===== src/rtl/mc_control_fsm_if.sv =====
// Control bundle between the multicycle MIPS control unit (master) and the
// datapath/memory side (slave): instruction fields, memory handshake and controls.
interface mc_control_fsm_if #(
  parameter int ALUCTRL_W = 3,
  parameter int CNT_W     = 32
);
  logic [5:0]           opcode;
  logic [5:0]           funct;
  logic                 mem_ready;
  logic                 mem_to_reg;
  logic                 reg_dest;
  logic                 i_or_d;
  logic                 alu_src_a;
  logic                 ir_write;
  logic                 mem_write;
  logic                 pc_write;
  logic                 branch;
  logic                 branch_ne;
  logic                 reg_write;
  logic [1:0]           alu_src_b;
  logic [1:0]           pc_src;
  logic [ALUCTRL_W-1:0] alu_control;
  logic                 illegal_op;
  logic [CNT_W-1:0]     instr_retired;

  modport master (
    input  opcode, funct, mem_ready,
    output mem_to_reg, reg_dest, i_or_d, alu_src_a, ir_write, mem_write,
           pc_write, branch, branch_ne, reg_write, alu_src_b, pc_src,
           alu_control, illegal_op, instr_retired
  );

  modport slave (
    output opcode, funct, mem_ready,
    input  mem_to_reg, reg_dest, i_or_d, alu_src_a, ir_write, mem_write,
           pc_write, branch, branch_ne, reg_write, alu_src_b, pc_src,
           alu_control, illegal_op, instr_retired
  );
endinterface


===== src/rtl/mc_control_fsm.sv =====
// Multicycle MIPS control unit: main FSM with folded ALU decoder, wait-state
// memory handshake, illegal-instruction trap and retired-instruction counter.
module mc_control_fsm #(
  parameter int         ALUCTRL_W = 3,
  parameter int         CNT_W     = 32,
  parameter logic [1:0] EXC_PCSRC = 2'b11
) (
  input logic               clk,
  input logic               reset,
  mc_control_fsm_if.master  bus
);

  localparam logic [5:0] OP_LW    = 6'b100011;
  localparam logic [5:0] OP_SW    = 6'b101011;
  localparam logic [5:0] OP_RTYPE = 6'b000000;
  localparam logic [5:0] OP_BEQ   = 6'b000100;
  localparam logic [5:0] OP_BNE   = 6'b000101;
  localparam logic [5:0] OP_ADDI  = 6'b001000;
  localparam logic [5:0] OP_ANDI  = 6'b001100;
  localparam logic [5:0] OP_ORI   = 6'b001101;
  localparam logic [5:0] OP_J     = 6'b000010;

  localparam logic [2:0] ALU_ADD = 3'b010;
  localparam logic [2:0] ALU_SUB = 3'b110;
  localparam logic [2:0] ALU_AND = 3'b000;
  localparam logic [2:0] ALU_OR  = 3'b001;
  localparam logic [2:0] ALU_SLT = 3'b111;

  typedef enum logic [3:0] {
    FETCH, DECODE, MEMADR, MEMRD, MEMWB, MEMWR, EXEC,
    ALUWB, BRANCH, IEXEC, IWB, JUMP, EXC
  } state_t;

  typedef struct packed {
    logic       mem_to_reg;
    logic       reg_dest;
    logic       i_or_d;
    logic       alu_src_a;
    logic       mem_write;
    logic       pc_write;
    logic       branch;
    logic       branch_ne;
    logic       reg_write;
    logic       illegal_op;
    logic [1:0] alu_src_b;
    logic [1:0] pc_src;
    logic [2:0] alu;
  } ctrl_t;

  function automatic logic funct_ok(input logic [5:0] f);
    case (f)
      6'b100000, 6'b100010, 6'b100100, 6'b100101, 6'b101010: return 1'b1;
      default: return 1'b0;
    endcase
  endfunction

  function automatic logic [2:0] funct_alu(input logic [5:0] f);
    case (f)
      6'b100010: return ALU_SUB;
      6'b100100: return ALU_AND;
      6'b100101: return ALU_OR;
      6'b101010: return ALU_SLT;
      default:   return ALU_ADD;
    endcase
  endfunction

  function automatic logic [2:0] imm_alu(input logic [5:0] op);
    case (op)
      OP_ANDI: return ALU_AND;
      OP_ORI:  return ALU_OR;
      default: return ALU_ADD;
    endcase
  endfunction

  // Moore controls of a state; only non-default values are set.
  function automatic ctrl_t moore_ctrl(input state_t s, input logic [5:0] op);
    ctrl_t c;
    c     = '0;
    c.alu = ALU_ADD;
    case (s)
      FETCH:  c.alu_src_b = 2'b01;
      DECODE: c.alu_src_b = 2'b11;
      MEMADR: begin c.alu_src_a = 1'b1; c.alu_src_b = 2'b10; end
      MEMRD:  c.i_or_d = 1'b1;
      MEMWB:  begin c.reg_write = 1'b1; c.mem_to_reg = 1'b1; end
      MEMWR:  begin c.i_or_d = 1'b1; c.mem_write = 1'b1; end
      EXEC:   c.alu_src_a = 1'b1;
      ALUWB:  begin c.reg_write = 1'b1; c.reg_dest = 1'b1; end
      BRANCH: begin
        c.alu_src_a = 1'b1;
        c.alu       = ALU_SUB;
        c.pc_src    = 2'b01;
        c.branch    = (op == OP_BEQ);
        c.branch_ne = (op == OP_BNE);
      end
      IEXEC:  begin c.alu_src_a = 1'b1; c.alu_src_b = 2'b10; end
      IWB:    c.reg_write = 1'b1;
      JUMP:   begin c.pc_write = 1'b1; c.pc_src = 2'b10; end
      EXC:    begin c.illegal_op = 1'b1; c.pc_write = 1'b1; c.pc_src = EXC_PCSRC; end
      default: c.alu = ALU_ADD;
    endcase
    return c;
  endfunction

  state_t           state_r;
  state_t           next_state_s;
  ctrl_t            ctrl_r;
  logic             retire_s;
  logic [CNT_W-1:0] count_r;
  logic [2:0]       alu_s;
  logic             fetch_go_s;

  // Next-state decode and retirement detection.
  always_comb begin
    next_state_s = state_r;
    retire_s     = 1'b0;
    case (state_r)
      FETCH:  if (bus.mem_ready) next_state_s = DECODE; else next_state_s = FETCH;
      DECODE: begin
        case (bus.opcode)
          OP_LW, OP_SW:               next_state_s = MEMADR;
          OP_RTYPE:                   if (funct_ok(bus.funct)) next_state_s = EXEC;
                                      else next_state_s = EXC;
          OP_BEQ, OP_BNE:             next_state_s = BRANCH;
          OP_ADDI, OP_ANDI, OP_ORI:   next_state_s = IEXEC;
          OP_J:                       next_state_s = JUMP;
          default:                    next_state_s = EXC;
        endcase
      end
      MEMADR: if (bus.opcode == OP_SW) next_state_s = MEMWR; else next_state_s = MEMRD;
      MEMRD:  if (bus.mem_ready) next_state_s = MEMWB; else next_state_s = MEMRD;
      MEMWR:  begin
        if (bus.mem_ready) begin
          next_state_s = FETCH;
          retire_s     = 1'b1;
        end else begin
          next_state_s = MEMWR;
        end
      end
      EXEC:   next_state_s = ALUWB;
      IEXEC:  next_state_s = IWB;
      MEMWB, ALUWB, BRANCH, IWB, JUMP: begin
        next_state_s = FETCH;
        retire_s     = 1'b1;
      end
      EXC:    next_state_s = FETCH;
      default: next_state_s = FETCH;
    endcase
  end

  // State, lookahead-registered Moore controls and retired counter.
  always_ff @(posedge clk or posedge reset) begin
    if (reset) begin
      state_r <= FETCH;
      ctrl_r  <= moore_ctrl(FETCH, 6'b000000);
      count_r <= '0;
    end else begin
      state_r <= next_state_s;
      ctrl_r  <= moore_ctrl(next_state_s, bus.opcode);
      if (retire_s) begin
        count_r <= count_r + CNT_W'(1);
      end else begin
        count_r <= count_r;
      end
    end
  end

  // Fetch writes wait on the handshake; EXEC/IEXEC decode the live IR fields.
  always_comb begin
    fetch_go_s = (state_r == FETCH) && bus.mem_ready;
    if (state_r == EXEC) begin
      alu_s = funct_alu(bus.funct);
    end else if (state_r == IEXEC) begin
      alu_s = imm_alu(bus.opcode);
    end else begin
      alu_s = ctrl_r.alu;
    end
    bus.alu_control      = '0;
    bus.alu_control[2:0] = alu_s;
  end

  assign bus.mem_to_reg    = ctrl_r.mem_to_reg;
  assign bus.reg_dest      = ctrl_r.reg_dest;
  assign bus.i_or_d        = ctrl_r.i_or_d;
  assign bus.alu_src_a     = ctrl_r.alu_src_a;
  assign bus.ir_write      = fetch_go_s;
  assign bus.mem_write     = ctrl_r.mem_write;
  assign bus.pc_write      = ctrl_r.pc_write | fetch_go_s;
  assign bus.branch        = ctrl_r.branch;
  assign bus.branch_ne     = ctrl_r.branch_ne;
  assign bus.reg_write     = ctrl_r.reg_write;
  assign bus.alu_src_b     = ctrl_r.alu_src_b;
  assign bus.pc_src        = ctrl_r.pc_src;
  assign bus.illegal_op    = ctrl_r.illegal_op;
  assign bus.instr_retired = count_r;

endmodule


===== src/flat_wrapper.sv =====
// flat-port wrapper written by rule: the top's interface ports become plain ports
module mc_control_fsm_flat 
#(
  parameter int         ALUCTRL_W = 3,
  parameter int         CNT_W     = 32,
  parameter logic [1:0] EXC_PCSRC = 2'b11
)
  (clk, reset, bus_opcode, bus_funct, bus_mem_ready, bus_mem_to_reg, bus_reg_dest, bus_i_or_d, bus_alu_src_a, bus_ir_write, bus_mem_write, bus_pc_write, bus_branch, bus_branch_ne, bus_reg_write, bus_alu_src_b, bus_pc_src, bus_alu_control, bus_illegal_op, bus_instr_retired);
  mc_control_fsm_if #(.ALUCTRL_W(ALUCTRL_W), .CNT_W(CNT_W)) bus_i ();
  input logic clk;
  input logic reset;
  input wire logic [$bits(bus_i.opcode)-1:0] bus_opcode;
  input wire logic [$bits(bus_i.funct)-1:0] bus_funct;
  input wire logic [$bits(bus_i.mem_ready)-1:0] bus_mem_ready;
  output wire logic [$bits(bus_i.mem_to_reg)-1:0] bus_mem_to_reg;
  output wire logic [$bits(bus_i.reg_dest)-1:0] bus_reg_dest;
  output wire logic [$bits(bus_i.i_or_d)-1:0] bus_i_or_d;
  output wire logic [$bits(bus_i.alu_src_a)-1:0] bus_alu_src_a;
  output wire logic [$bits(bus_i.ir_write)-1:0] bus_ir_write;
  output wire logic [$bits(bus_i.mem_write)-1:0] bus_mem_write;
  output wire logic [$bits(bus_i.pc_write)-1:0] bus_pc_write;
  output wire logic [$bits(bus_i.branch)-1:0] bus_branch;
  output wire logic [$bits(bus_i.branch_ne)-1:0] bus_branch_ne;
  output wire logic [$bits(bus_i.reg_write)-1:0] bus_reg_write;
  output wire logic [$bits(bus_i.alu_src_b)-1:0] bus_alu_src_b;
  output wire logic [$bits(bus_i.pc_src)-1:0] bus_pc_src;
  output wire logic [$bits(bus_i.alu_control)-1:0] bus_alu_control;
  output wire logic [$bits(bus_i.illegal_op)-1:0] bus_illegal_op;
  output wire logic [$bits(bus_i.instr_retired)-1:0] bus_instr_retired;
  assign bus_i.opcode = bus_opcode;
  assign bus_i.funct = bus_funct;
  assign bus_i.mem_ready = bus_mem_ready;
  assign bus_mem_to_reg = bus_i.mem_to_reg;
  assign bus_reg_dest = bus_i.reg_dest;
  assign bus_i_or_d = bus_i.i_or_d;
  assign bus_alu_src_a = bus_i.alu_src_a;
  assign bus_ir_write = bus_i.ir_write;
  assign bus_mem_write = bus_i.mem_write;
  assign bus_pc_write = bus_i.pc_write;
  assign bus_branch = bus_i.branch;
  assign bus_branch_ne = bus_i.branch_ne;
  assign bus_reg_write = bus_i.reg_write;
  assign bus_alu_src_b = bus_i.alu_src_b;
  assign bus_pc_src = bus_i.pc_src;
  assign bus_alu_control = bus_i.alu_control;
  assign bus_illegal_op = bus_i.illegal_op;
  assign bus_instr_retired = bus_i.instr_retired;
  mc_control_fsm #(.ALUCTRL_W(ALUCTRL_W), .CNT_W(CNT_W), .EXC_PCSRC(EXC_PCSRC)) u_core (.clk(clk), .reset(reset), .bus(bus_i));
endmodule

===== config.mk =====
export PLATFORM = sky130hd
export DESIGN_NAME = mc_control_fsm_flat
export DESIGN_NICKNAME = d
export VERILOG_FILES = /design/src/rtl/mc_control_fsm_if.sv /design/src/rtl/mc_control_fsm.sv /design/src/flat_wrapper.sv
export SDC_FILE = /design/constraint.sdc
export NUM_CORES = 1
export LEC_CHECK = 0
export CELL_PAD_IN_SITES_DETAIL_PLACEMENT = 1
export CELL_PAD_IN_SITES_GLOBAL_PLACEMENT = 1
export CORE_UTILIZATION = 34
export CTS_BUF_LIST = sky130_fd_sc_hd__clkbuf_8
export CTS_CLUSTER_SIZE = 14
export DETAILED_ROUTE_END_ITERATION = 8
export PLACE_DENSITY_LB_ADDON = 0.05
export SLEW_MARGIN = 30
export SYNTH_ARGS = -nofsm -noshare
export SYNTH_HDL_FRONTEND = slang
export SYNTH_SLANG_ARGS = --single-unit

===== constraint.sdc =====
create_clock -name clk -period 1.88 [get_ports clk]
set_input_delay 0.376 -clock clk [delete_from_list [all_inputs] [get_ports clk]]
set_output_delay 0.376 -clock clk [all_outputs]
set_load 0.02 [all_outputs]

==> flow_summary.html, run 1 <==
<table>
<tr><th>Metric</th><th>Value</th></tr>
<tr><th colspan="2">Finish</th></tr>
<tr><td>Commonest cells after routing, fill and taps aside</td><td>buf_4, clkdlybuf4s50_1, dfrtp_1, nand2_1</td></tr>
<tr><td>Final #Nets</td><td>just over 400</td></tr>
<tr><td>Register Area</td><td>around 0.0013 mm2</td></tr>
<tr><td>Total area of multi-input combinational cells</td><td>around 0.0015 mm2</td></tr>
<tr><td>Fraction of final layout cells with drive strength greater than 1</td><td>43.2%</td></tr>
<tr><td>Most common cell after layout, fill and taps aside</td><td>buf_4</td></tr>
<tr><td>Total inserted antenna cells</td><td>0</td></tr>
<tr><td>Non-Filler Cell Area, Final</td><td>0.00434 mm2</td></tr>
<tr><td>Max reg flops</td><td>32</td></tr>
<tr><td>Utilization after layout</td><td>62.2%</td></tr>
<tr><td>Area Overhead vs Synth</td><td>72.9%</td></tr>
<tr><td>Layout filler cell count</td><td>774</td></tr>
<tr><th colspan="2">Routing</th></tr>
<tr><td>Vias after detailed routing</td><td>2438</td></tr>
<tr><td>Detailed-routing iteration count for the pre-antenna-repair pass</td><td>4</td></tr>
<tr><td>WL final</td><td>8220 um</td></tr>
<tr><td>Routed len/inst</td><td>16.6 um</td></tr>
<tr><td>Number of DRC violations after detailed-routing iteration 0</td><td>47</td></tr>
<tr><td>Number of nets with antenna violations after routing</td><td>0</td></tr>
<tr><td>Total DRC errors in the routed layout</td><td>0</td></tr>
<tr><td>Ratio of routed vias to standard cells</td><td>4.94</td></tr>
<tr><th colspan="2">Global route</th></tr>
<tr><td>Met3 track utilization from global routing</td><td>under 10%</td></tr>
<tr><td>Met2 global-route usage</td><td>between 40% and 50%</td></tr>
<tr><td>Initial antenna violation count</td><td>0</td></tr>
<tr><td>Via count of the first global-routing pass</td><td>2652</td></tr>
<tr><td>Global routing usage summed across all routing layers</td><td>21.5%</td></tr>
<tr><td>Maximum number of pins on one net before global-route repair</td><td>39</td></tr>
<tr><td>Leftover overflow at the end of global routing</td><td>0</td></tr>
<tr><td>Wire length of the first global-routing pass</td><td>12700 um</td></tr>
<tr><td>GR Layer Usage met1</td><td>23.4%</td></tr>
<tr><td>Global routing's busiest layer</td><td>met2</td></tr>
<tr><th colspan="2">Place</th></tr>
<tr><td>Global placement routability congestion</td><td>0.900</td></tr>
<tr><td>Post-detailed-placement cell area</td><td>about 0.0037 mm2</td></tr>
<tr><td>Detailed placement HPWL</td><td>5530 um</td></tr>
<tr><td>IO buf count</td><td>64</td></tr>
<tr><th colspan="2">Timing</th></tr>
<tr><td>RSZ-0062 raised after global routing</td><td>true</td></tr>
<tr><td>Period utilization</td><td>113%</td></tr>
<tr><td>Clock Skew</td><td>0.0126 ns</td></tr>
<tr><td>Hold Fails Final Rpt</td><td>0</td></tr>
<tr><td>Slew Limit Fails</td><td>0</td></tr>
<tr><td>Final worst slack</td><td>-0.242 ns</td></tr>
<tr><td>Total negative slack</td><td>-1.53 ns</td></tr>
<tr><td>FMAX</td><td>roughly 0.47 GHz</td></tr>
<tr><td>Final setup fails</td><td>14</td></tr>
<tr><td>Final hold slack</td><td>0.367 ns</td></tr>
<tr><td>Slew headroom</td><td>between 60% and 70%</td></tr>
<tr><td>Actual transition at the worst max-transition pin</td><td>between 0.4 and 0.5 ns</td></tr>
<tr><td>Tmin final</td><td>between 2 and 2.5 ns</td></tr>
<tr><th colspan="2">Power and ir drop</th></tr>
<tr><td>Internal power</td><td>0.00288 W</td></tr>
<tr><td>Share of power burned in combinational logic</td><td>53.7%</td></tr>
<tr><td>Worst IR drop on VDD</td><td>0.746 mV</td></tr>
<tr><td>Clock share of power</td><td>15.3%</td></tr>
<tr><td>Power density over the cells</td><td>1050 mW/mm2</td></tr>
<tr><td>Static power due to leakage</td><td>slightly below 2 nW</td></tr>
<tr><td>Sequential Power Share</td><td>a little under a third</td></tr>
<tr><td>Total net switching power</td><td>0.00169 W</td></tr>
<tr><td>Sw Share</td><td>37.0%</td></tr>
<tr><th colspan="2">Clock network</th></tr>
<tr><td>CTS tree</td><td>yes</td></tr>
<tr><td>Clock input transition at the sequential cells of the worst setup and hold paths</td><td>~0.09 ns</td></tr>
<tr><td>Buffer cell driving the clock tree root</td><td>clkbuf_8</td></tr>
<tr><td>Clock Latency Late Sink</td><td>0.30 ns</td></tr>
<tr><td>Num CTS Buffers</td><td>5</td></tr>
<tr><td>Clock sinks</td><td>51</td></tr>
<tr><td>CTS Buffer Depth</td><td>2</td></tr>
<tr><td>Number of levels the H-tree was split into</td><td>2</td></tr>
<tr><th colspan="2">Floorplanning</th></tr>
<tr><td>Initial standard-cell utilization of the core</td><td>36.0%</td></tr>
<tr><td>Die Y</td><td>88.0 um</td></tr>
<tr><td>Placeable core area</td><td>0.00698 mm2</td></tr>
<tr><td>Number of top-level pins</td><td>65</td></tr>
<tr><td>Number of placement rows</td><td>30</td></tr>
<tr><td>Die Wd</td><td>88.0 um</td></tr>
<tr><td>Die area</td><td>slightly below 0.008 mm2</td></tr>
<tr><th colspan="2">Critical path</th></tr>
<tr><td>Worst Setup End Kind</td><td>register</td></tr>
<tr><td>Crit path required time</td><td>2.10 ns</td></tr>
<tr><td>WP data arrival</td><td>2.35 ns</td></tr>
<tr><td>Startpoint Class</td><td>register</td></tr>
<tr><td>Register-to-register setup slack</td><td>-0.24 ns</td></tr>
<tr><td>Classification of the worst setup path</td><td>reg2reg</td></tr>
<tr><td>Worst-path fanout max</td><td>4</td></tr>
<tr><th colspan="2">Yosys</th></tr>
<tr><td>Library cells used by synthesis</td><td>40</td></tr>
<tr><td>Post-Syn Area per Cell</td><td>9.78 um2</td></tr>
<tr><td>Sequential cell area fraction in the yosys report</td><td>50.8%</td></tr>
<tr><td>Ys Warns</td><td>0</td></tr>
<tr><td>Synth Cell Area</td><td>0.00251 mm2</td></tr>
<tr><td>Share of async-settable or async-resettable flops after synthesis</td><td>100%</td></tr>
<tr><td>Synthesized instance count</td><td>257</td></tr>
<tr><td>Main synth FF type</td><td>dfrtp_1</td></tr>
<tr><td>Count of flip-flops with a built-in enable after synthesis</td><td>0</td></tr>
<tr><td>Post-Synthesis Net Count</td><td>273</td></tr>
<tr><td>Flop and latch count out of synthesis</td><td>51</td></tr>
<tr><th colspan="2">Run status</th></tr>
<tr><td>Outcome</td><td>finished with violations</td></tr>
<tr><td>Failing checks</td><td>negative setup slack</td></tr>
<tr><th colspan="2">Worst hold path</th></tr>
<tr><td>Hold/Removal Path Class</td><td>in2async</td></tr>
<tr><th colspan="2">Flow run</th></tr>
<tr><td>Number of max-cap violations</td><td>0</td></tr>
</table>
-- timing repair --
action	4_1_cts	5_1_grt
endpoints found under the hold margin	0	0
hold buffers	0	0
gates resized for setup	97	54
pin swaps	21	31
buffers inserted	11	9
endpoints found under the setup margin	43	41
-- metal layers --
metal  wire length (um)  vias up
met5                  0        -
met4                 72        0
met3                205        8
met2               4800       45
met1               3150     1229
li1                   -     1156
-- Yosys cell counts (6+ instances only) --
cell type / count / area share [%]
nor3_1: 13 / 2.6
dfrtp_1: 50 / 50
nor2_1: 26 / 3.9
o21ai_0: 7 / 1.4
xnor2_1: 19 / 6.6
nor2b_1: 6 / 1.5
and3_1: 6 / 1.5
nand2_1: 24 / 3.6
nand2b_1: 7 / 1.7
xor2_1: 12 / 4.2
inv_1: 13 / 1.9
nand3_1: 16 / 3.2
nand4_1: 8 / 2.0
-- metrics by stage --
step                total power, W  setup slack [ns]  instances
finish                     0.00457            -0.242        494
detailed placement         0.00332            -0.881        470
floorplan                  0.00236            -0.364        257
CTS                        0.00429            -0.250        486
global placement           0.00327            -0.809        470
global route               0.00482            -0.296        494
-- final timing paths --
| path | to | cells after the start | startpoint |
|---|---|---|---|
| setup / recovery | u_core.bus.branch_ne | 6 | u_core.state_r[2] |
| hold / removal | u_core.state_r[3] | 2 | reset |
| setup reg to reg | u_core.bus.branch_ne | 6 | u_core.state_r[2] |
| hold reg to reg | u_core.bus.instr_retired[31] | 1 | u_core.bus.instr_retired[31] |
| max in group asynchronous | u_core.bus.instr_retired[19] | 3 | reset |
| min in group clk | u_core.bus.branch | 3 | bus_opcode[3] |
-- critical path, cell delays in order, from the launching register on --
cell and delay (ns):
dfrtp_2 0.45, or4b_4 0.55, a32o_2 0.27, a21oi_4 0.13
inv_2 0.05, or4_4 0.43, nor3b_2 0.15
-- kinds of logic (layout without fill, tap and decap cells) --
family / Yosys count / after routing / synth area share (%)
AND/OR/NAND/NOR: 120 / 120 / 24.6
AO/OA/AOI/OAI: 26 / 26 / 7.32
buffers and inverters: 24 / 165 / 4.33
adder cells (fa/ha/maj): 1 / 1 / 0.498
multiplexers: 4 / 4 / 1.64
XOR/XNOR: 31 / 31 / 10.8
flip-flops: 51 / 51 / 50.8
-- power groups by stage --
stage / clock network (W) / registers [W] / logic [W]
2_1_floorplan: 0 / 0.00154 / 0.000819
3_3_place_gp: 0 / 0.00142 / 0.00185
3_5_place_dp: 0 / 0.00142 / 0.00190
4_1_cts: 0.000719 / 0.00141 / 0.00216
5_1_grt: 0.000756 / 0.00144 / 0.00263
6_report: 0.000698 / 0.00142 / 0.00246
-- layout make-up --
class | count | area share [%]
clock buffers | 7 | 2.22
clock inverters | 1 | 0.173
inverters | 14 | 1.32
multi-input cells | 182 | 34.7
flip-flops and latches | 51 | 29.4
well taps | 96 | 2.76
repair buffers | 143 | 29.3
(Power assumes the default switching activity.)
==> inputs of run 2 (changes only) <==
ABC_AREA = 1   (was unset)
CORE_UTILIZATION = 38   (was 34)
clock period = 2.08 ns   (was 1.88 ns; I/O delays follow)
==> flow_summary.html, run 2 <==
<table>
<tr><th>Metric</th><th>Value</th></tr>
<tr><th colspan="2">Run status</th></tr>
<tr><td>Outcome</td><td>complete, no violations</td></tr>
<tr><th colspan="2">Clock network</th></tr>
<tr><td>Buffer cell driving the clock tree root</td><td>clkbuf_8</td></tr>
<tr><td>Clock sinks</td><td>slightly above 50</td></tr>
<tr><td>Clock Latency Late Sink</td><td>0.31 ns</td></tr>
<tr><td>Clock input transition at the sequential cells of the worst setup and hold paths</td><td>0.09 ns</td></tr>
<tr><td>CTS tree</td><td>yes</td></tr>
<tr><td>CTS Buffer Depth</td><td>2</td></tr>
<tr><td>Num CTS Buffers</td><td>5</td></tr>
<tr><td>Number of levels the H-tree was split into</td><td>2</td></tr>
<tr><th colspan="2">Global route</th></tr>
<tr><td>Global routing usage summed across all routing layers</td><td>20.4%</td></tr>
<tr><td>Initial antenna violation count</td><td>0</td></tr>
<tr><td>Wire length of the first global-routing pass</td><td>13600 um</td></tr>
<tr><td>Via count of the first global-routing pass</td><td>roughly 2900</td></tr>
<tr><td>Leftover overflow at the end of global routing</td><td>0</td></tr>
<tr><td>Maximum number of pins on one net before global-route repair</td><td>26</td></tr>
<tr><th colspan="2">Yosys</th></tr>
<tr><td>Post-Synthesis Net Count</td><td>408</td></tr>
<tr><td>Top post-synthesis cells by count</td><td>nand2_1, dfrtp_1, inv_1, nor2_1, nand3_1</td></tr>
<tr><td>Share of async-settable or async-resettable flops after synthesis</td><td>100%</td></tr>
<tr><td>Synthesized instance count</td><td>just under 400</td></tr>
<tr><td>Synth Cell Area</td><td>between 0.003 and 0.004 mm2</td></tr>
<tr><td>Count of flip-flops with a built-in enable after synthesis</td><td>0</td></tr>
<tr><td>Sequential cell area fraction in the yosys report</td><td>42.1%</td></tr>
<tr><td>Ys Warns</td><td>0</td></tr>
<tr><td>Post-Syn Area per Cell</td><td>between 7 and 8 um2</td></tr>
<tr><td>Top post-synthesis cells by area</td><td>dfrtp_1, nand2_1, inv_1</td></tr>
<tr><td>Main synth FF type</td><td>dfrtp_1</td></tr>
<tr><td>Share of the synthesized area in the top cell type</td><td>41.2%</td></tr>
<tr><td>Library cells used by synthesis</td><td>30</td></tr>
<tr><td>Library cell occupying the most area in the post-synthesis netlist</td><td>dfrtp_1</td></tr>
<tr><td>Most instantiated library cell after synthesis</td><td>nand2_1</td></tr>
<tr><td>Flop and latch count out of synthesis</td><td>51</td></tr>
<tr><th colspan="2">Routing</th></tr>
<tr><td>WL final</td><td>8060 um</td></tr>
<tr><td>Detailed-routing iteration count for the pre-antenna-repair pass</td><td>4</td></tr>
<tr><td>Ratio of routed vias to standard cells</td><td>4.78</td></tr>
<tr><td>Vias after detailed routing</td><td>2818</td></tr>
<tr><td>Number of nets with antenna violations after routing</td><td>0</td></tr>
<tr><td>Routed len/inst</td><td>13.7 um</td></tr>
<tr><td>Number of DRC violations after detailed-routing iteration 0</td><td>73</td></tr>
<tr><td>Total DRC errors in the routed layout</td><td>0</td></tr>
<tr><th colspan="2">Finish</th></tr>
<tr><td>Most common cell after layout, fill and taps aside</td><td>nand2_1</td></tr>
<tr><td>Fraction of final layout cells with drive strength greater than 1</td><td>19.7%</td></tr>
<tr><td>Area Overhead vs Synth</td><td>35.7%</td></tr>
<tr><td>Final #Nets</td><td>503</td></tr>
<tr><td>Commonest cells after routing, fill and taps aside</td><td>nand2_1, clkdlybuf4s50_1, dfrtp_1, inv_1, nor2_1</td></tr>
<tr><td>Total inserted antenna cells</td><td>0</td></tr>
<tr><td>Utilization after layout</td><td>a little over half</td></tr>
<tr><td>Finished Layout Cells</td><td>590</td></tr>
<tr><td>Max reg flops</td><td>32</td></tr>
<tr><td>Non-Filler Cell Area, Final</td><td>~0.0041 mm2</td></tr>
<tr><th colspan="2">Flow run</th></tr>
<tr><td>Number of max-cap violations</td><td>0</td></tr>
<tr><th colspan="2">Floorplanning</th></tr>
<tr><td>Die area</td><td>between 0.008 and 0.009 mm2</td></tr>
<tr><td>Die Wd</td><td>91.4 um</td></tr>
<tr><td>Number of placement rows</td><td>32</td></tr>
<tr><td>Die Y</td><td>91.4 um</td></tr>
<tr><td>Placeable core area</td><td>0.00773 mm2</td></tr>
<tr><td>Number of top-level pins</td><td>between 60 and 70</td></tr>
<tr><td>Initial standard-cell utilization of the core</td><td>39.3%</td></tr>
<tr><th colspan="2">Critical path</th></tr>
<tr><td>Crit path required time</td><td>about 1.7 ns</td></tr>
<tr><td>WP data arrival</td><td>1.62 ns</td></tr>
<tr><td>Launching point of the worst reg2reg path</td><td>u_core.bus.instr_retired[0]</td></tr>
<tr><td>CP max stage cell</td><td>clkdlybuf4s50_1</td></tr>
<tr><td>Worst-path fanout max</td><td>3</td></tr>
<tr><td>Slowest cell delay on critical path</td><td>0.51 ns</td></tr>
<tr><td>Gate family responsible for the most delay along the worst path</td><td>buffers and inverters</td></tr>
<tr><td>Crit path buffers/inverters</td><td>3</td></tr>
<tr><td>Worst-path cell chain</td><td>clkdlybuf4s50_1 -&gt; inv_1 -&gt; nor2_1 -&gt; nand3_2 -&gt; nand2_1 -&gt; a32o_1 -&gt; buf_4</td></tr>
<tr><td>Classification of the worst setup path</td><td>in2out</td></tr>
<tr><td>Depth of the worst register-to-register path</td><td>10</td></tr>
<tr><td>Startpoint Class</td><td>input port</td></tr>
<tr><td>Register-to-register setup slack</td><td>0.28 ns</td></tr>
<tr><td>Worst reg2reg endpoint</td><td>u_core.bus.instr_retired[20]</td></tr>
<tr><td>Worst Setup End Kind</td><td>primary output</td></tr>
<tr><th colspan="2">Timing</th></tr>
<tr><td>Clock Skew</td><td>0.0148 ns</td></tr>
<tr><td>FMAX</td><td>0.491 GHz</td></tr>
<tr><td>Actual transition at the worst max-transition pin</td><td>just under 0.4 ns</td></tr>
<tr><td>Hold Fails Final Rpt</td><td>0</td></tr>
<tr><td>Final setup fails</td><td>0</td></tr>
<tr><td>Slew Limit Fails</td><td>0</td></tr>
<tr><td>Tmin final</td><td>2.04 ns</td></tr>
<tr><td>Period utilization</td><td>98.0%</td></tr>
<tr><td>Final hold slack</td><td>roughly 0.4 ns</td></tr>
<tr><td>RSZ-0062 raised after global routing</td><td>false</td></tr>
<tr><td>Slew headroom</td><td>73.5%</td></tr>
<tr><th colspan="2">Place</th></tr>
<tr><td>Global placement routability congestion</td><td>0.810</td></tr>
<tr><td>Detailed placement HPWL</td><td>around 6500 um</td></tr>
<tr><td>IO buf count</td><td>64</td></tr>
<tr><td>Placed Cells</td><td>581</td></tr>
<tr><td>Post-detailed-placement cell area</td><td>0.00400 mm2</td></tr>
<tr><th colspan="2">Power and ir drop</th></tr>
<tr><td>Static power due to leakage</td><td>1.96 nW</td></tr>
<tr><td>Worst IR drop on VDD</td><td>0.614 mV</td></tr>
<tr><td>Power density over the cells</td><td>around 840 mW/mm2</td></tr>
<tr><th colspan="2">Worst hold path</th></tr>
<tr><td>Hold/Removal Path Class</td><td>in2async</td></tr>
</table>
-- run 2: where the power goes --
part / switching, W / internal (W) / leakage [nW] / total [W]
Combinational: 0.000930 / 0.000652 / 1.24 / 0.00158
Sequential: 0.000118 / 0.00116 / 0.669 / 0.00127
Clock: 0.000333 / 0.000272 / 0.0474 / 0.000605
Total: 0.00138 / 0.00208 / 1.96 / 0.00346
-- run 2: what timing repair did --
| action | 4_1_cts | 5_1_grt |
|---|---|---|
| endpoints found under the setup margin | 5 | 10 |
| setup buffers | 1 | 0 |
| gates resized for setup | 15 | 13 |
| pin swaps | 2 | 2 |
| hold buffers | 0 | 0 |
-- run 2: worst max-delay path by stage --
stage,from,endpoint,slack (ns),cells past startpoint
4_1_cts,bus_funct[5],bus_alu_control[0],-0.09,7
2_1_floorplan,u_core.bus.instr_retired[0],u_core.bus.instr_retired[22],0.33,10
3_5_place_dp,bus_funct[5],bus_alu_control[0],-0.52,7
6_report,bus_funct[3],bus_alu_control[0],0.04,7
3_3_place_gp,bus_funct[5],bus_alu_control[0],-0.43,7
5_1_grt,u_core.state_r[0],bus_alu_control[2],0.009,6
-- run 2: cell type report --
type                            instances  area, um2
Inverter                               55        206
Clock buffer                            6       82.6
Fill cell                             968       3610
Tap cell                              102        128
Timing Repair Buffer                   95        890
Clock inverter                          2       16.3
Sequential cell                        51       1280
Multi-Input combinational cell        279       1520
-- run 2: logic make-up (layout without fill, tap and decap cells) --
logic type | count (synthesis) | in the layout | share of synthesized area [%]
XOR/XNOR | 27 | 27 | 7.79
adder cells (fa/ha/maj) | 1 | 1 | 0.412
AND/OR/NAND/NOR | 235 | 235 | 38.0
buffers and inverters | 62 | 158 | 8.66
flip-flops | 51 | 51 | 42.1
AO/OA/AOI/OAI | 16 | 16 | 3.05
-- run 2: layer usage --
layer	GRT usage, %	wire length [um]
met1	23.2	3470
met2	38.9	4320
met3	3.18	163
met4	5.82	112
met5	0	0
-- run 2: stage by stage --
| step | setup WS [ns] | TNS (ns) | power [W] |
|---|---|---|---|
| after global routing | 0.00855 | 0 | 0.00369 |
| final | 0.0421 | 0 | 0.00346 |
| after CTS | -0.0878 | -0.0878 | 0.00351 |
| after detailed placement | -0.522 | -3.28 | 0.00291 |
| after global placement | -0.431 | -2.29 | 0.00288 |
| after floorplan | 0.332 | 0 | 0.00229 |
